$ cat src/rtl/hazard_pkg.sv
// Shared types and constants for the LEGv8 pipeline hazard controller.
// Register fields are held at MAX_AW bits; narrower addresses are zero-extended.
package hazard_pkg;

    localparam int MAX_AW = 8;

    typedef logic [MAX_AW-1:0] reg_t;

    typedef struct packed {
        logic v;
        reg_t rd;
        logic regwrite;
        logic memread;
        reg_t rs1;
        reg_t rs2;
        logic rs1_used;
        logic rs2_used;
    } stage_t;

    localparam logic [1:0] FWD_RF    = 2'b00;
    localparam logic [1:0] FWD_EXMEM = 2'b10;
    localparam logic [1:0] FWD_MEMWB = 2'b01;

    localparam int IFID  = 0;
    localparam int IDEX  = 1;
    localparam int EXMEM = 2;

endpackage

$ cat src/rtl/hazard_match.sv
// Single RAW comparator: does a tracked writer produce the register a source reads.
// XZR never matches since writes to it are discarded.
module hazard_match
    import hazard_pkg::*;
#(
    parameter int ZERO_REG = 31
) (
    input  logic              v,
    input  logic              regwrite,
    input  logic [MAX_AW-1:0] rd,
    input  logic [MAX_AW-1:0] rs,
    input  logic              used,
    output logic              hit
);

    localparam logic [MAX_AW-1:0] ZR = MAX_AW'(ZERO_REG);

    assign hit = v & regwrite & used & (rs == rd) & (rs != ZR);

endmodule

$ cat src/rtl/hazard_ctrl_unit.sv
// Stall, branch-kill and forwarding-select control for the 5-stage LEGv8 core.
// Outputs are combinational from the EX/MEM/WB tracker and the ID/branch inputs.
module hazard_ctrl_unit
    import hazard_pkg::*;
#(
    parameter int REG_AW   = 5,
    parameter int ZERO_REG = 31,
    parameter int FWD_EN   = 1,
    parameter int BR_STAGE = 3,
    parameter int CNT_W    = 16
) (
    input  logic                clock,
    input  logic                reset,
    input  logic                id_valid,
    input  logic [REG_AW-1:0]   id_rs1,
    input  logic [REG_AW-1:0]   id_rs2,
    input  logic                id_rs1_used,
    input  logic                id_rs2_used,
    input  logic [REG_AW-1:0]   id_rd,
    input  logic                id_regwrite,
    input  logic                id_memread,
    input  logic                br_taken,
    output logic                stall,
    output logic [BR_STAGE-1:0] kill,
    output logic [1:0]          fwd_a,
    output logic [1:0]          fwd_b,
    output logic [CNT_W-1:0]    stall_cnt,
    output logic [CNT_W-1:0]    flush_cnt
);

    stage_t id_s;
    stage_t e_q;
    stage_t m_q;
    stage_t w_q;

    logic hit_ea, hit_eb;
    logic hit_ma, hit_mb;
    logic hit_wa, hit_wb;
    logic raw_stall;
    reg_t m_rs1, m_rs2;
    logic m_u1, m_u2;

    assign id_s = '{
        v:        id_valid,
        rd:       reg_t'(id_rd),
        regwrite: id_regwrite,
        memread:  id_memread,
        rs1:      reg_t'(id_rs1),
        rs2:      reg_t'(id_rs2),
        rs1_used: id_rs1_used,
        rs2_used: id_rs2_used
    };

    // MEM comparators serve EX forwarding, or ID stalling when forwarding is off.
    assign m_rs1 = (FWD_EN != 0) ? e_q.rs1 : id_s.rs1;
    assign m_rs2 = (FWD_EN != 0) ? e_q.rs2 : id_s.rs2;
    assign m_u1  = (FWD_EN != 0) ? e_q.rs1_used : id_s.rs1_used;
    assign m_u2  = (FWD_EN != 0) ? e_q.rs2_used : id_s.rs2_used;

    hazard_match #(.ZERO_REG(ZERO_REG)) u_ea (
        .v(e_q.v), .regwrite(e_q.regwrite), .rd(e_q.rd),
        .rs(id_s.rs1), .used(id_s.rs1_used), .hit(hit_ea)
    );
    hazard_match #(.ZERO_REG(ZERO_REG)) u_eb (
        .v(e_q.v), .regwrite(e_q.regwrite), .rd(e_q.rd),
        .rs(id_s.rs2), .used(id_s.rs2_used), .hit(hit_eb)
    );
    hazard_match #(.ZERO_REG(ZERO_REG)) u_ma (
        .v(m_q.v), .regwrite(m_q.regwrite), .rd(m_q.rd),
        .rs(m_rs1), .used(m_u1), .hit(hit_ma)
    );
    hazard_match #(.ZERO_REG(ZERO_REG)) u_mb (
        .v(m_q.v), .regwrite(m_q.regwrite), .rd(m_q.rd),
        .rs(m_rs2), .used(m_u2), .hit(hit_mb)
    );
    hazard_match #(.ZERO_REG(ZERO_REG)) u_wa (
        .v(w_q.v), .regwrite(w_q.regwrite), .rd(w_q.rd),
        .rs(e_q.rs1), .used(e_q.rs1_used), .hit(hit_wa)
    );
    hazard_match #(.ZERO_REG(ZERO_REG)) u_wb (
        .v(w_q.v), .regwrite(w_q.regwrite), .rd(w_q.rd),
        .rs(e_q.rs2), .used(e_q.rs2_used), .hit(hit_wb)
    );

    always_comb begin
        if (FWD_EN != 0)
            raw_stall = id_valid & e_q.memread & (hit_ea | hit_eb);
        else
            raw_stall = id_valid & (hit_ea | hit_eb | hit_ma | hit_mb);
    end

    // A taken branch kills the stalled ID instruction, so the stall is moot.
    assign stall = raw_stall & ~br_taken;

    always_comb begin
        fwd_a = FWD_RF;
        fwd_b = FWD_RF;
        if (FWD_EN != 0 && e_q.v) begin
            if (hit_ma)      fwd_a = FWD_EXMEM;
            else if (hit_wa) fwd_a = FWD_MEMWB;
            if (hit_mb)      fwd_b = FWD_EXMEM;
            else if (hit_wb) fwd_b = FWD_MEMWB;
        end
    end

    assign kill[IFID] = br_taken;
    assign kill[IDEX] = br_taken;

    if (BR_STAGE > EXMEM) begin : g_kill_exmem
        assign kill[EXMEM] = br_taken;
    end

    always_ff @(posedge clock) begin
        if (reset) begin
            e_q       <= '0;
            m_q       <= '0;
            w_q       <= '0;
            stall_cnt <= '0;
            flush_cnt <= '0;
        end else begin
            e_q   <= id_s;
            e_q.v <= id_valid & ~stall & ~br_taken;
            m_q   <= e_q;
            if (BR_STAGE == 3 && br_taken)
                m_q.v <= 1'b0;
            w_q   <= m_q;
            if (stall && stall_cnt != '1)
                stall_cnt <= stall_cnt + 1'b1;
            if (br_taken && flush_cnt != '1)
                flush_cnt <= flush_cnt + 1'b1;
        end
    end

    logic unused_bits;
    assign unused_bits = ^{w_q.memread, w_q.rs1, w_q.rs2,
                           w_q.rs1_used, w_q.rs2_used,
                           m_q.memread, m_q.rs1, m_q.rs2,
                           m_q.rs1_used, m_q.rs2_used,
                           hit_wa, hit_wb, hit_ma, hit_mb,
                           e_q.memread};

endmodule

$ cat config.mk
export PLATFORM = sky130hd
export DESIGN_NAME = hazard_ctrl_unit
export DESIGN_NICKNAME = d
export VERILOG_FILES = /design/src/rtl/hazard_pkg.sv /design/src/rtl/hazard_match.sv /design/src/rtl/hazard_ctrl_unit.sv
export SDC_FILE = /design/constraint.sdc
export NUM_CORES = 1
export LEC_CHECK = 0
export BUFFER_PORTS_ARGS = -buffer_cell sky130_fd_sc_hd__buf_2
export CAP_MARGIN = 0
export CORE_UTILIZATION = 45
export CTS_CLUSTER_DIAMETER = 100
export DETAILED_ROUTE_END_ITERATION = 8
export GPL_TIMING_DRIVEN = 0
export PLACE_DENSITY = 0.68
export SLEW_MARGIN = 20
export SYNTH_ARGS = -nofsm -noshare
export SYNTH_HDL_FRONTEND = slang
export SYNTH_HIERARCHICAL = 1
export SYNTH_SLANG_ARGS = --single-unit
export TNS_END_PERCENT = 50
$ cat constraint.sdc
create_clock -name clock -period 6.2 [get_ports clock]
set_input_delay 0.31 -clock clock [delete_from_list [all_inputs] [get_ports clock]]
set_output_delay 0.31 -clock clock [all_outputs]
set_load 0.005 [all_outputs]
==> results_dict.tcl <==
set metrics [dict create \
    core_um2 7290 \
    critical_path_arrival_ps 2830 \
    die_h_um 89.0 \
    hold_viol 0 \
    drt_wl_total_mm 8.07 \
    initial_core_util_pct 46.7 \
    synth-seq-area-share_pct 38.8 \
    ir_drop_v 0.000190 \
    num_io_pins 63 \
    die_area_um2 7920 \
    min_path_type "in -> reg" \
    synth.top_cell.area_share_pct 38.8 \
    slew_viol_final 0 \
    power_leakage_nw 1.68 \
    multi_input_area_um2 2210 \
    overflow 0 \
    place.gp.congestion 0.871 \
    cts_inserted_buffers 9 \
    grt_max_degree 13 \
    clk_path_buf_depth 2 \
    setup_viol 0 \
    synth-edff-count 0 \
    placed_area_um2 4030 \
    ys_types 53 \
    grt_usage_pct 21.3 \
    syn_area_per_cell_um2 9.08 \
    hpwl_mm 6.08 \
    cp-end-kind "register" \
    netlist_area_um2 3410 \
    postLayoutCellArea_um2 4250 \
    area_growth_pct 24.7 \
    io_buffers 61 \
    synth_flop_cell "dfxtp_1" \
    startpoint_type "register" \
    antenna_found_initial 0 \
    numClockSinks 66 \
    route.detailed.drc 0 \
    hold_slack_ps 187 \
    cp_max_fo 7 \
    fin_util_pct 58.2 \
    ys_ff_latch 66 \
    tightest_slew_ps 642 \
    grt_pass1_wl_mm 12.7 \
    period_share_pct 42.0 \
    die_w_um 89.0 \
    regArea_um2 1320 \
    post_cts_buffers 0 \
    clk_pin_slew_ps 80 \
    route.antenna.remaining_nets 0 \
    post-route-min-period_ps 2600 \
    insertion_delay_ps 340 \
    grt_pass1_vias 2784 \
    slew_headroom_pct 56.6 \
    antenna_cells 0 \
    htree_levels 3 \
    cts_tree "yes" \
    viasPerCell 5.18 \
    placementRows 31 \
    finalSetupTns_ps 0 \
    criticalPathCategory "reg -> reg" \
    rsz0062_at_grt "false" \
    fill_cells 735 \
    root_buffer "clkbuf_8" \
    dr.pass1.iters 4 \
    power_density_nw_per_um2 215 \
    ys_async_sr_fraction_pct 0 \
    cts_resized 0 \
    drive_gt1_share_pct 19.8 \
    clock.fmax_ghz 0.384 \
    yosysWarnings 6 \
    vias 3127 \
    cts_hold_buf 0 \
    synthTopCellsByCount "dfxtp_1, xnor2_1, nor2b_1, nand4_1, nand2_1" \
    synth_most_common_cell "dfxtp_1" \
    wire_per_inst_um 13.4 \
    crit_required_ps 6430 \
    synth_area_leaders "dfxtp_1, xnor2_1, nor2b_1" \
    syn-instance-count 375 \
    skew_ps 7.14 \
    status "finished, final reports clean" \
    fin_nets 525 \
    max-cap-violations 0 \
    drt_iter0_drc 116 \
    yosysTopAreaCell "dfxtp_1" \
]
## routing by layer
metal	track usage [%]	part of all wire (%)	vias up
li1	-	-	1560
met1	26.2	45	1472
met2	36.5	49	84
met3	3.97	4.4	11
met4	9.09	1.7	0
met5	0	0	-
## logic make-up after synthesis
kind of cell | count (synthesis) | share of synthesized area [%]
fa+ha+maj | 2 | 0.735
xor+xnor | 49 | 12.6
mux | 14 | 4.56
simple gates | 181 | 32.3
buf+inv | 16 | 2.13
compound gates | 46 | 8.82
other cells | 1 | 0.110
flops | 66 | 38.8
## stage by stage
step	worst slack [ps]	cells	power [mW]
after global routing	3490	604	0.948
after CTS	3620	604	0.917
after global placement	3590	588	0.534
after floorplan	4010	428	0.510
after detailed placement	3580	588	0.536
final	3600	604	0.911
## cell usage in the layout, fill, tap and decap left out, types with 3 or more instances in the layout
master,Yosys,routed
or4_1,6,6
nand2_1,21,21
o21ai_0,5,5
nor2b_1,45,45
dfxtp_1,66,66
buf_4,3,3
clkbuf_1,9,9
clkbuf_8,0,11
nor3_1,5,5
nand2b_1,6,6
nor4_1,14,14
mux2_2,11,11
o31ai_1,4,4
o41ai_1,4,4
conb_1,1,54
nand3_1,13,13
buf_2,1,62
nor2_1,17,17
nand4_1,27,27
and3_1,4,4
o21a_1,3,3
and2_1,3,3
or3_1,4,4
a21oi_1,19,19
xnor2_1,48,48
## critical path, cell delays in order, from the launching register on
cell and delay, ps:
dfxtp_1 460, nand4_1 160, nor4_1 490, o211ai_2 200
or3_4 430, nor4_1 370, mux2_2 380
## state kept, by name, indices dropped and copies added, names as in the netlist
| signal | flops |
|---|---|
| flush_cnt | 16 |
| m_q | 7 |
| m_rs2 | 5 |
| e_q | 8 |
| m_rs1 | 5 |
| stall_cnt | 16 |
| m_u1 | 1 |
| m_u2 | 1 |
| w_q | 7 |
## layout make-up
cell class	count	share of cell area [%]
flip-flops and latches	66	31.1
clock inverters	5	1.41
repair buffers	61	7.19
inverters	3	0.265
clock buffers	11	3.57
multi-input cells	346	52.1
well taps	99	2.92
plain buffers	13	1.44
## power breakdown
part / internal, mW / switching, mW
logic: 0.0392 / 0.0404
registers: 0.435 / 0.0129
clock network: 0.210 / 0.174
## final timing paths
| path | start | endpoint | slack [ps] | cells after the start |
|---|---|---|---|---|
| max reg2reg | e_q[28] | stall_cnt[15] | 3600 | 6 |
| max | e_q[28] | stall_cnt[15] | 3600 | 6 |
| min reg2reg | m_q[19] | w_q[19] | 490 | 1 |
| min | id_rd[3] | e_q[23] | 190 | 2 |
Note: power is estimated with default switching activity, not from simulation.
